## config.mk

```make
export PLATFORM = sky130hd
export DESIGN_NAME = shift_ctrl_32_flat
export DESIGN_NICKNAME = d
export VERILOG_FILES = /design/src/rtl/shift_ctrl_32_if.sv /design/src/rtl/shift_ctrl_32.sv /design/src/flat_wrapper.sv
export SDC_FILE = /design/constraint.sdc
export NUM_CORES = 1
export LEC_CHECK = 0
export CAP_MARGIN = 20
export CORE_MARGIN = 4
export CORE_UTILIZATION = 40
export CTS_CLUSTER_DIAMETER = 200
export DETAILED_ROUTE_END_ITERATION = 10
export DONT_BUFFER_PORTS = 1
export MAX_ROUTING_LAYER = met4
export PLACE_DENSITY = 0.5
export SLEW_MARGIN = 40
export SYNTH_ARGS = -nofsm -noshare
export SYNTH_HDL_FRONTEND = slang
export SYNTH_SLANG_ARGS = --single-unit
export TNS_END_PERCENT = 50
```

## constraint.sdc

```tcl
create_clock -name clk -period 3.2 [get_ports clk]
set_input_delay 0.64 -clock clk [delete_from_list [all_inputs] [get_ports clk]]
set_output_delay 0.64 -clock clk [all_outputs]
set_load 0.02 [all_outputs]
```

## src/rtl/shift_ctrl_32_if.sv

```systemverilog
// Command-side bundle for shift_ctrl_32: request fields plus status/result.
// The keep field exists only when SHIFT_CTRL_CHAIN_EN is defined.
interface shift_ctrl_32_if #(
    parameter int unsigned WIDTH = 32,
    parameter int unsigned AMT_W = 5
);
    logic             start;
    logic [2:0]       op;
    logic [AMT_W-1:0] amt;
    logic [WIDTH-1:0] din;
`ifdef SHIFT_CTRL_CHAIN_EN
    logic             keep;
`endif
    logic             busy;
    logic             done;
    logic             err;
    logic [WIDTH-1:0] result;

    modport master (
        output start,
        output op,
        output amt,
        output din,
`ifdef SHIFT_CTRL_CHAIN_EN
        output keep,
`endif
        input  busy,
        input  done,
        input  err,
        input  result
    );

    modport slave (
        input  start,
        input  op,
        input  amt,
        input  din,
`ifdef SHIFT_CTRL_CHAIN_EN
        input  keep,
`endif
        output busy,
        output done,
        output err,
        output result
    );
endinterface

```

## src/rtl/shift_ctrl_32.sv

```systemverilog
// Command sequencer for a 32-bit DM74LS194-chain shifter: load, N single-bit steps, capture.
// Optional macro SHIFT_CTRL_CHAIN_EN adds keep (shift current sh_q contents, skipping LOAD).
module shift_ctrl_32 #(
    parameter int unsigned WIDTH = 32,
    parameter int unsigned AMT_W = 5
) (
    input  logic             clk,
    input  logic             clear,
    shift_ctrl_32_if.slave   bus,
    input  logic [WIDTH-1:0] sh_q,
    output logic [1:0]       S,
    output logic             SR,
    output logic             SL,
    output logic [WIDTH-1:0] PData
);

    localparam logic [2:0] OpLoad = 3'b000;
    localparam logic [2:0] OpShl  = 3'b001;
    localparam logic [2:0] OpShr  = 3'b010;
    localparam logic [2:0] OpSar  = 3'b011;
    localparam logic [2:0] OpRol  = 3'b100;
    localparam logic [2:0] OpRor  = 3'b101;

    localparam logic [1:0] ModeHold  = 2'b00;
    localparam logic [1:0] ModeRight = 2'b01;
    localparam logic [1:0] ModeLeft  = 2'b10;
    localparam logic [1:0] ModeLoad  = 2'b11;

    typedef enum logic [1:0] {StIdle, StLoad, StShift, StCapt} state_e;

    state_e           state_q;
    logic [2:0]       op_q;
    logic [AMT_W-1:0] cnt_q;
    logic [1:0]       s_q;
    logic [WIDTH-1:0] pdata_q;
    logic             done_q;
    logic             err_q;
    logic [WIDTH-1:0] result_q;
    logic             keep_cmd;

    function automatic logic is_shift(input logic [2:0] o);
        return (o == OpShl) || (o == OpShr) || (o == OpSar) || (o == OpRol) || (o == OpRor);
    endfunction

    function automatic logic is_reserved(input logic [2:0] o);
        return o[2] & o[1];
    endfunction

    function automatic logic [1:0] shift_mode(input logic [2:0] o);
        return ((o == OpShr) || (o == OpSar) || (o == OpRor)) ? ModeRight : ModeLeft;
    endfunction

    always_comb begin
`ifdef SHIFT_CTRL_CHAIN_EN
        keep_cmd = bus.keep;
`else
        keep_cmd = 1'b0;
`endif
    end

    always_ff @(posedge clk) begin
        if (!clear) begin
            state_q  <= StIdle;
            op_q     <= OpLoad;
            cnt_q    <= '0;
            s_q      <= ModeHold;
            pdata_q  <= '0;
            done_q   <= 1'b0;
            err_q    <= 1'b0;
            result_q <= '0;
        end else begin
            done_q <= 1'b0;
            err_q  <= 1'b0;
            unique case (state_q)
                StIdle: begin
                    if (bus.start) begin
                        op_q    <= bus.op;
                        cnt_q   <= bus.amt;
                        pdata_q <= bus.din;
                        if (!keep_cmd) begin
                            state_q <= StLoad;
                            s_q     <= ModeLoad;
                        end else if (is_shift(bus.op) && (bus.amt != '0)) begin
                            state_q <= StShift;
                            s_q     <= shift_mode(bus.op);
                        end else begin
                            state_q <= StCapt;
                            s_q     <= ModeHold;
                        end
                    end
                end
                StLoad: begin
                    if (is_shift(op_q) && (cnt_q != '0)) begin
                        state_q <= StShift;
                        s_q     <= shift_mode(op_q);
                    end else begin
                        state_q <= StCapt;
                        s_q     <= ModeHold;
                    end
                end
                StShift: begin
                    cnt_q <= cnt_q - 1'b1;
                    if (cnt_q == AMT_W'(1)) begin
                        state_q <= StCapt;
                        s_q     <= ModeHold;
                    end
                end
                StCapt: begin
                    result_q <= sh_q;
                    done_q   <= 1'b1;
                    err_q    <= is_reserved(op_q);
                    pdata_q  <= '0;
                    state_q  <= StIdle;
                end
                default: begin
                    state_q <= StIdle;
                    s_q     <= ModeHold;
                end
            endcase
        end
    end

    // Serial feed depends on live sh_q so rotates wrap the bit leaving the chain this cycle.
    always_comb begin
        SR = 1'b0;
        SL = 1'b0;
        if (s_q == ModeRight) begin
            if (op_q == OpSar) begin
                SR = sh_q[WIDTH-1];
            end else if (op_q == OpRor) begin
                SR = sh_q[0];
            end
        end else if ((s_q == ModeLeft) && (op_q == OpRol)) begin
            SL = sh_q[WIDTH-1];
        end
    end

    assign S          = s_q;
    assign PData      = pdata_q;
    assign bus.busy   = (state_q != StIdle);
    assign bus.done   = done_q;
    assign bus.err    = err_q;
    assign bus.result = result_q;

endmodule
```

## src/flat_wrapper.sv

```systemverilog
// flat-port wrapper written by rule: the top's interface ports become plain ports
module shift_ctrl_32_flat 
#(
    parameter int unsigned WIDTH = 32,
    parameter int unsigned AMT_W = 5
)
  (clk, clear, sh_q, S, SR, SL, PData, bus_start, bus_op, bus_amt, bus_din, bus_busy, bus_done, bus_err, bus_result);
  shift_ctrl_32_if #(.WIDTH(WIDTH), .AMT_W(AMT_W)) bus_i ();
  input  logic clk;
  input  logic clear;
  input  logic [WIDTH-1:0] sh_q;
  output logic [1:0] S;
  output logic SR;
  output logic SL;
  output logic [WIDTH-1:0] PData;
  input wire logic [$bits(bus_i.start)-1:0] bus_start;
  input wire logic [$bits(bus_i.op)-1:0] bus_op;
  input wire logic [$bits(bus_i.amt)-1:0] bus_amt;
  input wire logic [$bits(bus_i.din)-1:0] bus_din;
  output wire logic [$bits(bus_i.busy)-1:0] bus_busy;
  output wire logic [$bits(bus_i.done)-1:0] bus_done;
  output wire logic [$bits(bus_i.err)-1:0] bus_err;
  output wire logic [$bits(bus_i.result)-1:0] bus_result;
  assign bus_i.start = bus_start;
  assign bus_i.op = bus_op;
  assign bus_i.amt = bus_amt;
  assign bus_i.din = bus_din;
  assign bus_busy = bus_i.busy;
  assign bus_done = bus_i.done;
  assign bus_err = bus_i.err;
  assign bus_result = bus_i.result;
  shift_ctrl_32 #(.WIDTH(WIDTH), .AMT_W(AMT_W)) u_core (.clk(clk), .clear(clear), .bus(bus_i), .sh_q(sh_q), .S(S), .SR(SR), .SL(SL), .PData(PData));
endmodule
```

Yosys cells after proc, flatten, opt, wreduce, memory -nomap -nowiden
Cells that the tools add are included.
{"block": "totals", "register_bits": 78, "word_cells": 62, "input_bits": 75}
{"block": "op_classes", "add_sub_neg": 1, "n_reduce_logical": 20, "bitwise_logic": 1, "mux": 19, "eq_ne": 13}
{"cell": "one-hot mux 32 bit (2 select lines)", "n": 1}
{"cell": "2-to-1 mux 32 bit", "n": 1}
{"cell": "2-to-1 mux 2 bit", "n": 6}
{"cell": "one-hot mux 5 bit (2 select lines)", "n": 1}
{"cell": "AND reduction 2 bit", "n": 5}
{"cell": "one-hot mux 2 bit (4 select lines)", "n": 1}
{"cell": "2-to-1 mux 1 bit", "n": 7}
{"cell": "equality test 2 bit (second input constant)", "n": 3}
{"cell": "equality test 3 x 2 -> 1 bit (second input constant)", "n": 2}
{"cell": "equality test 3 bit (second input constant)", "n": 2}
{"cell": "logical OR 1 bit", "n": 6}
{"cell": "one-hot mux 2 bit (3 select lines)", "n": 1}
{"cell": "nonzero test 2 bit", "n": 3}
{"cell": "equality test 5 x 1 -> 1 bit (second input constant)", "n": 1}
{"cell": "2-to-1 mux 5 bit", "n": 1}
{"cell": "nonzero test 5 bit", "n": 1}
{"cell": "subtractor 5 x 1 -> 5 bit (second input constant)", "n": 1}
{"cell": "equality test 2 x 1 -> 1 bit (second input constant)", "n": 2}
{"cell": "equality test 3 x 1 -> 1 bit (second input constant)", "n": 1}
{"cell": "AND reduction 3 bit", "n": 1}
{"cell": "nonzero test 3 bit", "n": 1}
{"cell": "logical AND 1 bit", "n": 2}
{"cell": "zero test 2 bit", "n": 1}
{"cell": "!= test 2 x 1 -> 1 bit (second input constant)", "n": 1}
{"cell": "other kinds (2)", "n": 2}

Logic depth before layout (Yosys ltp)
{"block": "logic_depth", "word_depth": 8, "mapped_depth": 7, "mapped_depth_nobuf": 6}

Worst setup path after synthesis
OpenSTA, ideal clock, no wires.
{"block": "synth_timing", "kind": "input-to-output", "from": "input sh_q[0]", "to": "output SR", "slack_ns": 1.359, "arrival_time_ns": 1.201, "path_stages": 2, "cell_sequence": "a22oi_1 > nor3_1"}
{"block": "synth_via", "elab_chain_cells": 3}
{"element": "from (decl)", "line_no": "flat_wrapper.sv:11", "source": "input logic [WIDTH-1:0] sh_q;"}
{"element": "2-to-1 mux 1 bit", "line_no": "shift_ctrl_32.sv:130", "source": "end else if (op_q == OpRor) begin"}
{"element": "2-to-1 mux 1 bit", "line_no": "shift_ctrl_32.sv:128", "source": "if (op_q == OpSar) begin"}
{"element": "2-to-1 mux 1 bit", "line_no": "shift_ctrl_32.sv:127", "source": "if (s_q == ModeRight) begin"}
{"element": "to (decl)", "line_no": "flat_wrapper.sv:13", "source": "output logic SR;"}
No other way between the ends.

Worst setup path after layout
{"block": "layout_timing", "from": "register u_core.op_q[2]", "to": "output SR"}
{"block": "layout_via", "elab_chain_cells": 4}
{"element": "from (decl)", "line_no": "shift_ctrl_32.sv:32", "source": "logic [2:0] op_q;"}
{"element": "from (signal assigned)", "line_no": "shift_ctrl_32.sv:64", "source": "op_q <= OpLoad;"}
{"element": "from (signal assigned)", "line_no": "shift_ctrl_32.sv:77", "source": "op_q <= bus.op;"}
{"element": "equality test 3 bit", "line_no": "shift_ctrl_32.sv:130"}
{"element": "2-to-1 mux 1 bit", "line_no": "shift_ctrl_32.sv:130"}
{"element": "2-to-1 mux 1 bit (*)", "line_no": "shift_ctrl_32.sv:128"}
{"element": "2-to-1 mux 1 bit (*)", "line_no": "shift_ctrl_32.sv:127"}
Every way passes the cells marked *; elsewhere a longest branch is shown, timed or not.

==> qor.txt <==
outcome: finished, final reports clean
reg-to-reg critical path endpoint: u_core.PData[7]$_SDFFE_PN0P_
Worst Slack Setup Final: 854 ps
die footprint: 0.00941 mm^2
buffers from clock root to sink, at most: 2
Syn Std Cell Area: 0.00317 mm^2
TritonCTS clock tree: done
setup repair after global routing missed its margin: no
transition time at the pin with the least slew margin: 703 ps
hold buffer count at CTS: 0
setup total negative slack: 0 ps
via count of the first global-routing pass: 2138
top cells by area, synth: sky130_fd_sc_hd__dfxtp_1 (49%), sky130_fd_sc_hd__nor2b_1 (13%), sky130_fd_sc_hd__mux2i_1 (10%)
pre-CTS setup slack: 1040 ps
number of antenna violations at the first check in global routing: 0
final worst-path cycle share: 0.733
grt ovf: 0
Die Width: 97.0 um
share of Yosys cell area claimed by the top area cell type: 0.493
Ant. Diodes: 0
count of warnings emitted by yosys: 0
Min-Delay Path Depth: 1
worst hold path startpoint: clear
number of detailed-routing iterations run before antenna repair: 6
fraction of final layout cells with drive strength greater than 1: 0.0796
clock latency at the later pin of the worst-skew pair: 340 ps
synthesis-to-finish area growth: 9.79%
origin of the critical flop-to-flop path: u_core.state_q[0]$_SDFFE_PN0P_
total wire length after detailed routing: 6.86 mm
data required time at the worst endpoint: 2560 ps
Worst Hold Path EP: u_core.bus.result[1]$_SDFFE_PN0P_
drc violations: 0
endpoints failing setup: 0
leakage component of the power: 0.00117 uW
hold violation count in the final report: 0
core region area: 0.00773 mm^2
average routed wire per standard cell: 16.5 um
starting utilization of the core area: 0.410
Largest stage delay, worst path: 590 ps
Slowest-stage cell, CP: sky130_fd_sc_hd__nor3_1
CP cell instances: nor2b_1 -> a22oi_1 -> nor3_1
number of nets in the synthesized netlist: 396
multi-input combinational cell area: 0.00151 mm^2
combined global-route utilization of all metal layers: 0.149
Reg2Reg Depth: 7
number of buffer and inverter stages on the critical path: 0
Synth Instances: 314
maximum clock frequency: 426 MHz
total I/O pin count: 146
Rows: 32
sequential element share of the synthesized area: 0.493
Synth area leader: sky130_fd_sc_hd__dfxtp_1
Final Critical Period: 2350 ps
number of resized instances in the post-cts repair step: 0
Total Nets Final: 391
normalized max-slew margin: 0.527
worst hold-check path type: input port to flop
maximum resistive drop on vdd: 0.341 mV
buffers added on ports: 0
cell class contributing the biggest share of worst-path delay: simple AND/OR/NAND/NOR gates
drt first-iter violations: 95
sort of element at the end of the critical path: primary output
total via count after detailed routing: 2138
root buffer cell: sky130_fd_sc_hd__clkbuf_8
critical path arrival: 1710 ps
first-pass GRT wire length: 11.1 mm
FF+latch area: 0.00156 mm^2
number of distinct library cell variants in the gate-level netlist after synthesis: 31
hpwl dp: 4.71 mm
kind of critical path: flop to primary output
critical path launch point type: flop
mean cell area of the mapped netlist: 10.1 um^2
total clock sinks: 78
number of pins with negative max-slew slack in the final report: 0
RD Place Congestion: 0.800
vertical die dimension: 97.0 um
Worst Skew: 11.8 ps
clock input transition at the sequential cells of the worst setup and hold paths: 90 ps
post-CTS setup buffer count: 0
H-tree levels: 3
max cap viols: 0
register bit total from synthesis: 78
minimum setup slack among reg-to-reg paths: 1040 ps
maximum number of pins on one net before global-route repair: 80
number of antenna-violating nets in the routed design: 0
biggest fanout along the worst timing path: 7
number of buffers created by CTS: 9
ratio of total power to cell area: 869 mW/mm^2
count of filler cells inserted in the layout: 754
via density per instance: 5.14
## cells in the mapped netlist (all sizes together)
cell / count
a21boi: 5
a21o: 1
a21oi: 9
a221oi: 2
a22oi: 33
and2: 2
and3: 2
and3b: 1
and4: 1
buf: 7
clkbuf: 12
dfxtp: 78
ha: 7
inv: 8
mux2i: 33
nand2: 17
nor2: 5
nor2b: 68
nor3: 5
nor3b: 1
o2111ai: 1
o211ai: 1
o21ai: 7
o221a: 2
o22ai: 2
o31ai: 1
or3: 1
or4b: 1
xnor2: 1
## final cells by class
type / count / area share
Multi-Input combinational cell: 209 / 0.433
Sequential cell: 78 / 0.449
Clock buffer: 10 / 0.0396
Timing Repair Buffer: 3 / 0.00647
Clock inverter: 6 / 0.0270
Inverter: 8 / 0.00863
Tap cell: 102 / 0.0367
## sequential cells by signal, summed over array words and instances (netlist names)
signal and flops:
u_core.bus.result 32, u_core.S 2, u_core.bus.err 1, u_core.op_q 3, u_core.cnt_q 5, u_core.PData 32
u_core.state_q 2, u_core.bus.done 1
## where the power goes
part	internal, uW	switching, uW
Combinational	333	450
Clock	466	365
Sequential	1130	280
## worst max-delay path by stage
stage | from | endpoint | slack (ps) | cells after the start
detailed placement | u_core.state_q[0]$_SDFFE_PN0P_ | u_core.PData[2]$_SDFFE_PN0P_ | 1040 | 7
CTS | u_core.op_q[2]$_SDFFE_PN0P_ | SR | 810 | 3
global placement | u_core.state_q[0]$_SDFFE_PN0P_ | u_core.PData[2]$_SDFFE_PN0P_ | 1100 | 7
floorplan | sh_q[0] | SR | 1360 | 2
global route | u_core.op_q[2]$_SDFFE_PN0P_ | SR | 700 | 3
finish | u_core.op_q[2]$_SDFFE_PN0P_ | SR | 850 | 3
## cells by family (layout without fill, tap and decap cells)
group,after synthesis,after routing,synth area share
and+or+nand+nor,104,104,0.191
DFF,78,78,0.493
AOI/OAI and AO/OA,64,64,0.147
muxes,33,33,0.104
buffers and inverters,27,27,0.0347
adders and majority gates,7,7,0.0276
xor gates and xnor gates,1,1,0.00276
## metrics by stage
| stage | hold slack, ps | utilization | cells | power (uW) | instance area, um^2 |
|---|---|---|---|---|---|
| after floorplan | 450 | - | 314 | 2050 | 3170 |
| after global placement | 466 | 0.420 | 400 | 2220 | 3250 |
| after detailed placement | 489 | 0.420 | 400 | 2220 | 3250 |
| after CTS | 405 | 0.450 | 416 | 3070 | 3480 |
| after global routing | 406 | 0.450 | 416 | 3240 | 3480 |
| final | 428 | 0.450 | 416 | 3020 | 3480 |
## layout by cell type (no fill, tap or decap), types with 2 or more instances in the layout
cell type	n
sky130_fd_sc_hd__ha_1	6
sky130_fd_sc_hd__a21boi_0	5
sky130_fd_sc_hd__nor2_1	4
sky130_fd_sc_hd__mux2i_1	33
sky130_fd_sc_hd__and2_1	2
sky130_fd_sc_hd__clkinv_4	2
sky130_fd_sc_hd__o22ai_1	2
sky130_fd_sc_hd__nor2b_1	68
sky130_fd_sc_hd__inv_1	8
sky130_fd_sc_hd__a21oi_1	8
sky130_fd_sc_hd__and3_1	2
sky130_fd_sc_hd__nand2_1	17
sky130_fd_sc_hd__dfxtp_1	78
sky130_fd_sc_hd__o221a_1	2
sky130_fd_sc_hd__nor3_1	5
sky130_fd_sc_hd__o21ai_0	6
sky130_fd_sc_hd__buf_4	3
sky130_fd_sc_hd__clkbuf_8	10
sky130_fd_sc_hd__bufinv_16	2
sky130_fd_sc_hd__a22oi_1	33
## metal layers
| metal | wire length (um) | global-route usage | vias up |
|---|---|---|---|
| met4 | 112 | 0.0637 | 0 |
| met1 | 3200 | 0.195 | 951 |
| li1 | - | - | 1074 |
| met2 | 2790 | 0.199 | 102 |
| met3 | 752 | 0.0663 | 11 |
| met5 | 0 | - | - |
Note: power is estimated with default switching activity, not from simulation.
